File: src/rtl/hazard_unit.sv
// hazard_unit: ID-stage hazard detector for the 5-stage MIPS pipeline.
// Resolves hazards that EX-stage forwarding cannot cover: load-use, taken
// branch/jump flushes and dependencies on the multi-cycle MULT/DIV unit that
// writes HI/LO. It also keeps a saturating count of stalled cycles.
module hazard_unit #(
  parameter int MULT_CYCLES = 4,
  parameter int DIV_CYCLES  = 32,
  parameter int CNT_W       = 6
) (
  input  logic        clk,
  input  logic        rst_n,
  input  logic [4:0]  id_rs,
  input  logic [4:0]  id_rt,
  input  logic        id_uses_rs,
  input  logic        id_uses_rt,
  input  logic        id_is_muldiv,
  input  logic        id_is_div,
  input  logic        id_reads_hilo,
  input  logic [4:0]  ex_rd,
  input  logic        ex_mem_read,
  input  logic        ex_branch_taken,
  output logic        pc_stall,
  output logic        ifid_stall,
  output logic        idex_bubble,
  output logic        ifid_flush,
  output logic        md_busy,
  output logic        md_done,
  output logic [15:0] stall_cycles
);

  localparam logic [CNT_W-1:0] MULT_LOAD = CNT_W'(MULT_CYCLES);
  localparam logic [CNT_W-1:0] DIV_LOAD  = CNT_W'(DIV_CYCLES);
  localparam logic [CNT_W-1:0] CNT_ONE   = CNT_W'(1);

  logic             lu;
  logic             md_haz;
  logic             stall;
  logic             md_issue;
  logic [CNT_W-1:0] cnt;

  // Increment that sticks at all-ones instead of wrapping.
  function automatic logic [15:0] sat_inc16(input logic [15:0] v);
    if (v == 16'hFFFF) begin
      return v;
    end
    return v + 16'd1;
  endfunction

  // Hazard detection: a load feeding the ID instruction (never via $0), or a
  // HI/LO consumer / new MULT/DIV while the unit is still busy.
  always_comb begin
    lu = ex_mem_read && (ex_rd != 5'd0) &&
         ((id_uses_rs && (id_rs == ex_rd)) || (id_uses_rt && (id_rt == ex_rd)));
    md_haz   = md_busy && (id_is_muldiv || id_reads_hilo);
    stall    = lu || md_haz;
    // A flushed or stalled MULT/DIV must not start the unit.
    md_issue = id_is_muldiv && !stall && !ex_branch_taken;
  end

  // Pipeline control: a taken branch squashes IF/ID and ID/EX and overrides
  // any stall, since the stalled instruction is on the wrong path anyway.
  always_comb begin
    pc_stall    = 1'b0;
    ifid_stall  = 1'b0;
    idex_bubble = 1'b0;
    ifid_flush  = 1'b0;
    if (ex_branch_taken) begin
      ifid_flush  = 1'b1;
      idex_bubble = 1'b1;
    end else begin
      pc_stall    = stall;
      ifid_stall  = stall;
      idex_bubble = stall;
    end
  end

  // Busy flags decode straight from the countdown so reset clears them at once.
  assign md_busy = (cnt != '0);
  assign md_done = (cnt == CNT_ONE);

  // MULT/DIV countdown: load the latency on issue, otherwise run down to zero.
  always_ff @(posedge clk or negedge rst_n) begin
    if (!rst_n) begin
      cnt <= '0;
    end else if (md_issue) begin
      cnt <= id_is_div ? DIV_LOAD : MULT_LOAD;
    end else if (cnt != '0) begin
      cnt <= cnt - CNT_ONE;
    end
  end

  // Performance counter: counts cycles the PC was held; flush cycles excluded.
  always_ff @(posedge clk or negedge rst_n) begin
    if (!rst_n) begin
      stall_cycles <= 16'd0;
    end else if (pc_stall) begin
      stall_cycles <= sat_inc16(stall_cycles);
    end
  end

endmodule
File: config.mk
export PLATFORM = sky130hd
export DESIGN_NAME = hazard_unit
export DESIGN_NICKNAME = d
export VERILOG_FILES = /design/src/rtl/hazard_unit.sv
export SDC_FILE = /design/constraint.sdc
export NUM_CORES = 1
export LEC_CHECK = 0
export CAP_MARGIN = 20
export CORE_MARGIN = 1
export CORE_UTILIZATION = 42
export CTS_BUF_LIST = sky130_fd_sc_hd__clkbuf_4
export CTS_CLUSTER_DIAMETER = 100
export DETAILED_ROUTE_END_ITERATION = 8
export PLACE_DENSITY = 0.76
export SLEW_MARGIN = 30
export SYNTH_ARGS = -nofsm -noshare
export SYNTH_HDL_FRONTEND = slang
export SYNTH_SLANG_ARGS = --single-unit
File: constraint.sdc
create_clock -name clk -period 1.6 [get_ports clk]
set_input_delay 0.24 -clock clk [delete_from_list [all_inputs] [get_ports clk]]
set_output_delay 0.24 -clock clk [all_outputs]
set_load 0.1 [all_outputs]
==> results of run 1 <==
## synth_stat cells, drive strengths merged
library cell	number	area share (%)
a211oi	1	0.56
a21boi	1	0.85
a21o	1	0.66
a21oi	1	0.66
a221oi	1	1.1
a22o	1	0.66
and2	2	0.94
and3	3	2.5
buf	3	1.5
dfrtp	22	41
ha	4	3.8
inv	5	1.4
mux2	2	1.7
nand2	12	3.9
nand2b	1	0.47
nand3	4	1.5
nand3b	1	0.56
nand4	5	2.3
nor2	14	3.9
nor3	5	2.6
nor4	5	2.3
nor4b	1	0.66
o21a	1	0.56
o21ai	2	0.75
o221ai	1	1.1
o22ai	1	0.94
o2bb2ai	1	0.66
or4	1	0.85
xnor2	14	9.2
xor2	15	9.9
## through the flow
step                cells  setup TNS (ps)  utilization (%)
floorplan             131           -4120                -
global placement      265          -12020             83.9
CTS                   282           -6730             92.8
detailed placement    265          -13510             83.9
## what timing repair did
item	in CTS
cloned	0
pin swaps	28
resized for setup	38
setup endpoints to repair	25
buffers inserted	13
## logic make-up after synthesis
group / share of synthesized area (%)
mux: 1.69
fa+ha+maj: 3.76
simple gates: 22.7
xor+xnor: 19.1
compound gates: 8.54
buf+inv: 2.91
flops: 41.3
==> results.txt, run 1 <==
----------------------------------------------------
[Run status]
  Outcome ... stopped before the end
  Fail Step ... global routing (5_1_grt)
  Error that halted the flow ... [ERROR DPL-0038] Utilization greater than 100%, impossible to legalize

[Place]
  Post-detailed-placement half-perimeter wirelength ... about 3300 um
  Port bufs ... 45
  Cell area reported after detailed placement ... approximately 2500 um2
  Post-Place Worst Slack ... -673 ps
  Final estimated routing congestion in global placement ... between 0.8 and 0.9

[Synthesis]
  Post-synthesis average cell area ... 10.2 um2
  Netlist Area Pre-Place ... between 1000 and 1500 um2
  Part of the Yosys area used for sequential elements ... between 40 and 50%
  Post-synthesis register bit count ... 22
  Yosys warnings ... 0
  Net count after synthesis ... 159
  Count of cell types in the netlist ... 36
  Cells after Synth ... roughly 130

[CTS]
  Quantity of hold-fixing buffers added after cts ... 0
  Clock Path Buffers ... 2
  Number of clock sinks ... 22
  Clk root buf ... clkbuf_4
  H-tree levels ... 1
  Number of buffers inserted during clock tree synthesis ... 3

[Floorplan]
  Initial core utilization ... between 40 and 50%
  Standard-cell rows ... 20
  Io pins ... between 40 and 50
  Die height ... ~60 um
  Floorplan die width ... slightly below 60 um

[STA]
  Pin category terminating the worst setup path after the last repair ... top-level output
  GRT repair_timing worst endpoint ... pc_stall

[Global route]
  Pin count of the biggest net entering global routing ... 23

----------------------------------------------------
==> inputs of run 2 (changes only) <==
==> config.mk (replaced) <==
export PLATFORM = sky130hd
export DESIGN_NAME = hazard_unit
export DESIGN_NICKNAME = d
export VERILOG_FILES = /design/src/rtl/hazard_unit.sv
export SDC_FILE = /design/constraint.sdc
export NUM_CORES = 1
export LEC_CHECK = 0
export CAP_MARGIN = 20
export CORE_AREA = 2 2 63 65
export DETAILED_ROUTE_END_ITERATION = 8
export DIE_AREA = 0 0 65 67
export PLACE_DENSITY_LB_ADDON = 0.15
export SLEW_MARGIN = 30
export SYNTH_ARGS = -nofsm -noshare
export SYNTH_HDL_FRONTEND = slang
export SYNTH_SLANG_ARGS = --single-unit
==> constraint.sdc (replaced) <==
create_clock -name clk -period 2.1 [get_ports clk]
set_input_delay 0.315 -clock clk [delete_from_list [all_inputs] [get_ports clk]]
set_output_delay 0.315 -clock clk [all_outputs]
set_load 0.1 [all_outputs]
==> results.txt, run 2 <==
----------------------------------------------------
[Run status]
  Outcome ... complete, no violations

[STA]
  Slew @ Worst Pin ... 411 ps
  Number of max-slew violations in the final report ... 0
  Final count of hold timing violations ... 0
  Worst slew margin relative to its limit ... around 72%
  Total of endpoints with negative setup slack in the final report ... 0
  Fmax ... 0.485 GHz
  Worst hold margin ... 422 ps
  Fin crit share ... 98.1%
  Final critical-path required period ... around 2100 ps
  Total negative slack for setup checks ... 0 ps
  Worst clock skew ... 0.873 ps
  Final WS setup ... 39.8 ps

[Detailed routing]
  Drt first-iter violations ... 39
  Drt via density ... approximately 4.8
  Detailed-routing iteration count for the pre-antenna-repair pass ... 4
  Residual antenna-violating net count after detailed routing ... 0
  Final WL ... 3200 um
  Average detailed-routed wire length per instance ... ~13 um
  DR vias ... approximately 1200
  Residual DRC count ... 0

[CTS]
  Quantity of hold-fixing buffers added after cts ... 0
  Clock Path Buffers ... 2
  Clock-pin slew on the worst setup and hold paths ... roughly 70 ps
  Number of clock sinks ... 22
  Number of buffers inserted during clock tree synthesis ... 3
  Clk root buf ... clkbuf_8
  Clock latency on the worst-skew pair ... roughly 250 ps
  Clock tree from TritonCTS ... built
  H-tree levels ... 1

[Synthesis]
  Post-synthesis register bit count ... 22
  Yosys warnings ... 0
  Leading cell type by number of instances after synthesis ... dfrtp_1
  Commonest cells in the netlist ... dfrtp_1, xor2_1, nor2_1, xnor2_1, nand2_1
  Number of enable-type register cells in the synthesized netlist ... 0
  Largest area contributor in the netlist ... dfrtp_1
  Netlist Area Pre-Place ... 1330 um2
  Post-synthesis average cell area ... roughly 10 um2
  Yosys top cell area share ... about 41%
  Part of the Yosys area used for sequential elements ... just over 40%
  Cells taking the most area after synthesis ... dfrtp_1, xor2_1, xnor2_1, nor2_1, ha_1
  Count of cell types in the netlist ... 36
  Post-synth ARST share ... 100%
  Dominant synthesized flop cell ... dfrtp_1
  Net count after synthesis ... between 150 and 200
  Cells after Synth ... 131

[Global route]
  Antenna violations before repair ... 0
  Via count of the first global-routing pass ... around 1100
  Global-route usage over all layers ... roughly 15%
  Global-route wire length before repair ... roughly 5300 um
  GRT overflow ... 0
  Pin count of the biggest net entering global routing ... 23

[Finish]
  Area taken by flip-flops and latches ... around 570 um2
  Commonest cells after routing, fill and taps aside ... buf_4, xor2_1, xnor2_1
  Fill cells ... between 300 and 400
  Design Area, Final ... 2140 um2
  Registers with the most flip-flops ... stall_cycles (16), cnt (6)
  Nets@finish ... ~230
  Most common cell after layout, fill and taps aside ... buf_4
  Area growth from synthesis to final layout ... 60.6%
  Area used by multi-input combinational logic ... 805 um2
  Share of post-route cells with drive strength above 1 ... 41.3%
  Antenna diode instance count ... 0
  Flip-flop count of the largest register after layout ... 16
  Largest register by flop count ... stall_cycles

[Place]
  Post-detailed-placement half-perimeter wirelength ... around 2400 um
  Cell area reported after detailed placement ... roughly 2000 um2
  Post-Place Worst Slack ... -253 ps
  Final estimated routing congestion in global placement ... around 0.84
  Port bufs ... 45

[Pwr]
  IR Drop Worst-Case VDD ... ~1.2 mV
  Leakage power figure ... ~1 nW
  Final Total Pwr ... around 0.0026 W
  PD cells ... ~1200 nW/um2

[Floorplan]
  Standard-cell rows ... 22
  Area of the die ... approximately 4400 um2
  Core Area ... between 3000 and 4000 um2
  Initial core utilization ... a little under two fifths
  Io pins ... between 40 and 50
  Floorplan die width ... 65 um
  Die height ... about 67 um

[Worst setup path]
  Setup slack on the worst flop-to-flop path ... ~140 ps
  Required time of the worst setup path ... between 1500 and 2000 ps
  Critical path data arrival time ... 1750 ps
  Start-to-end type of the worst setup path ... reg -> out
  Worst R2R End ... stall_cycles[5]
  Maximum net fanout on the critical path ... 4
  Critical R2R Launch ... stall_cycles[0]
  CP Capture Point ... pc_stall
  Cell count of the worst reg-to-reg path ... 8
  Critical path endpoint category ... output pin
  CP startpoint kind ... register
  Startpoint of the worst setup timing path ... cnt[3]

[Run]
  Max Cap Violations ... 0

[Min path]
  Path type of the worst min-delay path ... in -> async

----------------------------------------------------
[run 2: how the worst min path moves through the flow]
stage                startpoint          endpoint  slack (ps)
2_1_floorplan             rst_n            cnt[0]          20
3_3_place_gp   stall_cycles[10]  stall_cycles[10]         470
3_5_place_dp   stall_cycles[10]  stall_cycles[10]         470
4_1_cts                   rst_n            cnt[0]         430
5_1_grt                   rst_n            cnt[0]         450
6_report                  rst_n            cnt[0]         420
[run 2: where the power goes]
| part | internal, W | total [W] | switching, W |
|---|---|---|---|
| sequential | 0.000602 | 0.000775 | 0.000173 |
| combinational | 0.000490 | 0.00156 | 0.00107 |
| clock | 0.000128 | 0.000253 | 0.000125 |
[run 2: stage by stage]
step	instances	util (%)
5_1_grt	244	59.3
3_3_place_gp	238	56.2
2_1_floorplan	131	-
6_report	244	59.3
4_1_cts	242	57.7
3_5_place_dp	238	56.2
[run 2: final cells by class]
type / instances / area share [%]
multi-input cells: 101 / 37.6
repair buffers: 65 / 30.0
flip-flops and latches: 22 / 26.8
well taps: 48 / 2.81
clock buffers: 3 / 1.93
inverters: 5 / 0.877
[run 2: kinds of logic after synthesis]
family                   synth area share, %
AND/OR/NAND/NOR                         22.7
XOR/XNOR                                19.1
flip-flops                              41.3
AO/OA/AOI/OAI                           8.54
buffers and inverters                   2.91
adder cells (fa/ha/maj)                 3.76
multiplexers                            1.69
[run 2: repair_timing]
action / CTS / global route
setup endpoints to repair: 3 / 6
setup buffers: 1 / 2
gates resized for setup: 9 / 16
pin swaps: 6 / 15
[run 2: per-layer routing]
layer	GRT usage (%)	share of wire [%]	vias up
met5	0	0	-
met3	3.72	5.1	0
met1	20.6	47	553
met2	25.6	48	29
met4	1.60	0	0
li1	-	-	581
[run 2: worst max-delay path, cell delays in order (launching register included)]
cell	delay, ps
dfrtp_1	410
nor4_1	280
buf_4	180
o2bb2ai_4	140
a21boi_4	240
nor2_4	70
buf_12	160
No activity file was read; power rests on OpenSTA's default activity.
==> inputs of run 3 (changes only) <==
--- a/config.mk
+++ b/config.mk
@@ -5,7 +5,6 @@
 export SDC_FILE = /design/constraint.sdc
 export NUM_CORES = 1
 export LEC_CHECK = 0
-export CAP_MARGIN = 20
 export CORE_AREA = 2 2 63 65
 export DETAILED_ROUTE_END_ITERATION = 8
 export DIE_AREA = 0 0 65 67
==> constraint.sdc (replaced) <==
create_clock -name clk -period 2.5 [get_ports clk]
set_input_delay 0.375 -clock clk [delete_from_list [all_inputs] [get_ports clk]]
set_output_delay 0.375 -clock clk [all_outputs]
set_load 0.1 [all_outputs]
==> results.txt, run 3 (same netlist as run 2, synthesis figures left out) <==
----------------------------------------------------
[Run status]
  Outcome ... complete, no violations

[Floorplan]
  Initial core utilization ... a little under two fifths
  Standard-cell rows ... 22
  Floorplan die width ... between 60 and 70 um
  Die height ... 67 um
  Core Area ... roughly 3600 um2
  Area of the die ... around 4400 um2
  Io pins ... 46

[Finish]
  Registers with the most flip-flops ... stall_cycles (16), cnt (6)
  Largest register by flop count ... stall_cycles
  Antenna diode instance count ... 0
  Share of post-route cells with drive strength above 1 ... roughly a quarter
  Nets@finish ... between 200 and 250
  Area growth from synthesis to final layout ... 46.3%
  Fill cells ... 348
  Flip-flop count of the largest register after layout ... 16
  Commonest cells after routing, fill and taps aside ... dfrtp_1, clkdlybuf4s50_1, buf_4

[CTS]
  Clock tree from TritonCTS ... built
  Number of buffers inserted during clock tree synthesis ... 3
  Clock latency on the worst-skew pair ... 260 ps
  H-tree levels ... 1
  Clock-pin slew on the worst setup and hold paths ... around 80 ps
  Quantity of hold-fixing buffers added after cts ... 0
  Clk root buf ... clkbuf_8
  Number of clock sinks ... 22
  Clock Path Buffers ... 2

[Detailed routing]
  Residual antenna-violating net count after detailed routing ... 0
  DR vias ... 1094
  Detailed-routing iteration count for the pre-antenna-repair pass ... 3
  Drt via density ... 4.76
  Average detailed-routed wire length per instance ... about 13 um
  Residual DRC count ... 0
  Drt first-iter violations ... 20
  Final WL ... approximately 2900 um

[Global route]
  GRT overflow ... 0
  Via count of the first global-routing pass ... 1124
  Global-route wire length before repair ... ~5000 um
  Pin count of the biggest net entering global routing ... 23
  Antenna violations before repair ... 0
  Global-route usage over all layers ... between 10% and 20%

[STA]
  Total of endpoints with negative setup slack in the final report ... 0
  Final count of hold timing violations ... 0
  Total negative slack for setup checks ... 0 ps
  Fmax ... slightly above 0.4 GHz
  Final critical-path required period ... between 2000 and 2500 ps
  Number of max-slew violations in the final report ... 0
  Worst clock skew ... 9.69 ps
  Worst hold margin ... between 400 and 500 ps
  Slew @ Worst Pin ... ~410 ps
  Fin crit share ... a little over nine tenths
  Setup repair after global routing missed its margin ... no
  Worst slew margin relative to its limit ... roughly 72%

[Worst setup path]
  Critical path data arrival time ... between 2000 and 2500 ps
  CP startpoint kind ... input pin
  Cell class contributing the biggest share of worst-path delay ... buffers and inverters
  Master of the slowest instance on the critical path ... or4_4
  Maximum net fanout on the critical path ... 3
  CP peak stage delay ... ~510 ps
  WP buf/inv ... 2
  Required time of the worst setup path ... ~2100 ps
  Critical path endpoint category ... output pin
  Start-to-end type of the worst setup path ... in -> out
  Critical-path cell list ... clkdlybuf4s50_1 > or4_4 > o21a_1 > a21oi_2 > nand2_1 > buf_12

[Pwr]
  Leakage power figure ... between 0.8 and 0.9 nW
  PD cells ... 1120 nW/um2
  IR Drop Worst-Case VDD ... about 0.84 mV

[Run]
  Max Cap Violations ... 0

[Place]
  Final estimated routing congestion in global placement ... around 0.79
  Port bufs ... 45
  Post-detailed-placement half-perimeter wirelength ... ~2400 um

[Min path]
  Path type of the worst min-delay path ... in -> async

----------------------------------------------------
## run 3: changes by cell type in the layout (fill, tap and decap cells not counted), sizes merged
cell / change
clkdlybuf4s15: -1
clkdlybuf4s50: +12
buf: -15
dlymetal6s2s: -7
dlygate4sd2: -2
bufinv: +1
clkbuf: -2
## run 3: metrics by stage
step	instance area [um2]	cells	utilization, %	total power (W)	worst slack, ps
floorplan	1340	131	-	0.00155	5.02
global placement	1870	225	51.8	0.00184	64.6
detailed placement	1870	225	51.8	0.00186	47.3
CTS	1940	229	53.8	0.00219	43.1
global route	1950	230	54.1	0.00230	22.1
finish	1950	230	54.1	0.00217	82.0
## run 3: worst paths after layout
check | from | endpoint | slack (ps) | depth (start not counted)
worst max-delay path | ex_rd[3] | idex_bubble | 80 | 6
worst min-delay path | rst_n | stall_cycles[13] | 460 | 2
worst max register to register | stall_cycles[0] | stall_cycles[1] | 500 | 6
worst min register to register | stall_cycles[13] | stall_cycles[13] | 500 | 1
max in group asynchronous | rst_n | cnt[1] | 1810 | 2
min in group clk | stall_cycles[13] | stall_cycles[13] | 500 | 1
## run 3: what timing repair did
item                                   4_1_cts  5_1_grt
setup endpoints to repair                    0        3
buffers inserted                             0        1
endpoints found under the hold margin        0        0
gates resized for setup                      0        1
## run 3: power breakdown
| group | switching, W | internal [W] | total, W | leakage [nW] |
|---|---|---|---|---|
| Sequential | 0.000149 | 0.000483 | 0.000632 | 0.265 |
| Combinational | 0.000865 | 0.000348 | 0.00121 | 0.542 |
| Clock | 0.000115 | 0.000214 | 0.000328 | 0.0357 |
| Total | 0.00113 | 0.00105 | 0.00217 | 0.843 |
## run 3: metal layers
| metal | track usage [%] | share of wire (%) | vias to the layer above |
|---|---|---|---|
| met3 | 3.04 | 3.0 | 2 |
| met1 | 18.0 | 46 | 518 |
| li1 | - | - | 554 |
| met5 | 0 | 0 | - |
| met4 | 3.19 | 0.42 | 0 |
| met2 | 26.7 | 50 | 20 |
## run 3: final cells by class
type / instances / area [um2] / area share [%]
Tap cell: 48 / 60.1 / 3.08
Sequential cell: 22 / 551 / 28.2
Clock inverter: 1 / 30.0 / 1.54
Multi-Input combinational cell: 101 / 751 / 38.5
Inverter: 5 / 18.8 / 0.963
Timing Repair Buffer: 50 / 498 / 25.5
Clock buffer: 3 / 41.3 / 2.12
==> inputs of run 4 (changes only) <==
--- a/config.mk
+++ b/config.mk
@@ -8,7 +8,8 @@
 export CORE_AREA = 2 2 63 65
 export DETAILED_ROUTE_END_ITERATION = 8
 export DIE_AREA = 0 0 65 67
-export PLACE_DENSITY_LB_ADDON = 0.15
+export PLACE_DENSITY = 0.67
+export RECOVER_POWER = 100
 export SLEW_MARGIN = 30
 export SYNTH_ARGS = -nofsm -noshare
 export SYNTH_HDL_FRONTEND = slang
==> results.txt, run 4 (same netlist as run 2, synthesis figures left out) <==
----------------------------------------------------
[Run status]
  Outcome ... complete, no violations

[Floorplan]
  Die height ... roughly 67 um
  Io pins ... between 40 and 50
  Standard-cell rows ... 22
  Initial core utilization ... 37.0%
  Core Area ... 3610 um2
  Area of the die ... about 4400 um2
  Floorplan die width ... approximately 65 um

[STA]
  Final count of hold timing violations ... 0
  Number of max-slew violations in the final report ... 0
  Fin crit share ... 97.3%
  Final critical-path required period ... roughly 2400 ps
  Fmax ... 0.411 GHz
  Slew @ Worst Pin ... 1200 ps
  Total negative slack for setup checks ... 0 ps
  Setup repair after global routing missed its margin ... no
  Worst slew margin relative to its limit ... roughly a fifth
  Total of endpoints with negative setup slack in the final report ... 0
  Worst clock skew ... roughly 2.7 ps

[Worst setup path]
  Start-to-end type of the worst setup path ... in -> out
  CP startpoint kind ... input pin
  Maximum net fanout on the critical path ... 2
  Worst R2R End ... stall_cycles[5]
  Critical R2R Launch ... stall_cycles[0]
  Cell class contributing the biggest share of worst-path delay ... buffers and inverters
  WP buf/inv ... 2
  Required time of the worst setup path ... approximately 2100 ps
  Setup slack on the worst flop-to-flop path ... roughly 370 ps
  CP peak stage delay ... between 500 and 600 ps
  Cell count of the worst reg-to-reg path ... 7
  Critical path endpoint category ... output pin
  Master of the slowest instance on the critical path ... or4_4
  Critical path data arrival time ... between 2000 and 2500 ps
  Critical-path cell list ... clkdlybuf4s50_1 > or4_4 > o21a_1 > a21boi_2 > nor2_4 > buf_12

[Pwr]
  Internal ... approximately 0.0009 W
  Portion of total power attributed to sequential cells ... a little under a third
  IR Drop Worst-Case VDD ... between 0.4 and 0.5 mV
  Switching component of the power ... around 0.0011 W
  PD cells ... 1090 nW/um2
  Leakage power figure ... around 0.76 nW
  Clock network fraction of design power ... 12.1%
  Switching part of the total ... 55.3%
  Combinational Power Share ... between 50% and 60%

[CTS]
  H-tree levels ... 1
  Number of clock sinks ... 22
  Clock latency on the worst-skew pair ... about 250 ps
  Clock Path Buffers ... 2
  Clock tree from TritonCTS ... built
  Number of buffers inserted during clock tree synthesis ... 3
  Quantity of hold-fixing buffers added after cts ... 0
  Clk root buf ... clkbuf_8
  Clock-pin slew on the worst setup and hold paths ... 70 ps

[Finish]
  Registers with the most flip-flops ... stall_cycles (16), cnt (6)
  Area used by multi-input combinational logic ... between 700 and 800 um2
  Flip-flop count of the largest register after layout ... 16
  Area growth from synthesis to final layout ... 38.8%
  Area taken by flip-flops and latches ... 551 um2
  Final cell count without fillers ... 230
  Antenna diode instance count ... 0
  Most common cell after layout, fill and taps aside ... dfrtp_1
  Nets@finish ... about 210
  Commonest cells after routing, fill and taps aside ... dfrtp_1, clkdlybuf4s50_1, clkbuf_1
  Share of post-route cells with drive strength above 1 ... 13.7%
  Fill cells ... roughly 360
  Largest register by flop count ... stall_cycles

[Detailed routing]
  Average detailed-routed wire length per instance ... about 13 um
  Detailed-routing iteration count for the pre-antenna-repair pass ... 4
  Residual DRC count ... 0
  Drt first-iter violations ... 26
  DR vias ... 1108
  Residual antenna-violating net count after detailed routing ... 0
  Final WL ... slightly above 3000 um
  Drt via density ... a little under 5

[Place]
  Post-detailed-placement half-perimeter wirelength ... between 2000 and 2500 um
  Port bufs ... 45
  Placed Cells incl. Taps ... between 200 and 250
  Final estimated routing congestion in global placement ... 0.721

[Global route]
  Met2 track demand over resource in global routing ... ~29%
  GRT overflow ... 0
  Global-route wire length before repair ... roughly 5300 um
  Met1 Track Usage GR ... between 10% and 20%
  Global routing's busiest layer ... met2
  Met3 track demand over resource in global routing ... around 1.5%
  Global-route usage over all layers ... 15.7%
  Via count of the first global-routing pass ... ~1200
  Antenna violations before repair ... 0
  Pin count of the biggest net entering global routing ... 23

[Min path]
  Startpoint of the most critical hold path ... stall_cycles[6]
  Worst hold path depth ... 1
  Path type of the worst min-delay path ... reg -> reg
  Endpoint of the worst hold-timing path ... stall_cycles[6]

[Run]
  Max Cap Violations ... 0

----------------------------------------------------
-- run 4: timing repair --
action | in CTS | in global routing
endpoints found under the setup margin | 0 | 3
resized for setup | 0 | 2
buffers inserted | 0 | 1
-- run 4: area by class of cell --
type / count / area share [%]
well taps: 48 / 3.25
multi-input cells: 101 / 39.7
flip-flops and latches: 22 / 29.8
repair buffers: 50 / 23.3
clock buffers: 4 / 2.98
inverters: 5 / 1.01
-- run 4: worst max-delay path by stage --
stage / from / end / slack [ps] / cells past startpoint
2_1_floorplan: stall_cycles[0] / stall_cycles[1] / 5 / 6
3_3_place_gp: ex_rd[3] / pc_stall / 50 / 6
3_5_place_dp: ex_rd[1] / ifid_stall / 60 / 6
4_1_cts: ex_rd[1] / ifid_stall / 50 / 6
5_1_grt: ex_rd[1] / ifid_stall / 4 / 6
6_report: ex_rd[1] / ifid_stall / 70 / 6
-- run 4: metrics by stage --
step,instance area (um2),util [%],hold WS [ps],worst slack [ps],power [W]
finish,1850,51.3,496,66.9,0.00202
global placement,1880,52.2,483,54.8,0.00185
detailed placement,1880,52.2,487,61.7,0.00187
floorplan,1340,-,79.4,5.02,0.00155
global route,1850,51.3,518,3.77,0.00216
CTS,1940,53.7,470,46.2,0.00213
-- run 4: power groups by stage --
stage	Clock [W]	Combinational [W]	Sequential [W]
4_1_cts	0.000258	0.00124	0.000629
6_report	0.000245	0.00115	0.000627
2_1_floorplan	0	0.000404	0.00114
3_3_place_gp	0	0.00122	0.000624
3_5_place_dp	0	0.00123	0.000636
5_1_grt	0.000274	0.00123	0.000649
-- run 4: routing by layer --
| layer | wire, um | share of wire, % |
|---|---|---|
| met1 | 1390 | 45 |
| met3 | 171 | 5.6 |
| met4 | 34 | 1.1 |
| met2 | 1460 | 48 |
| met5 | 0 | 0 |
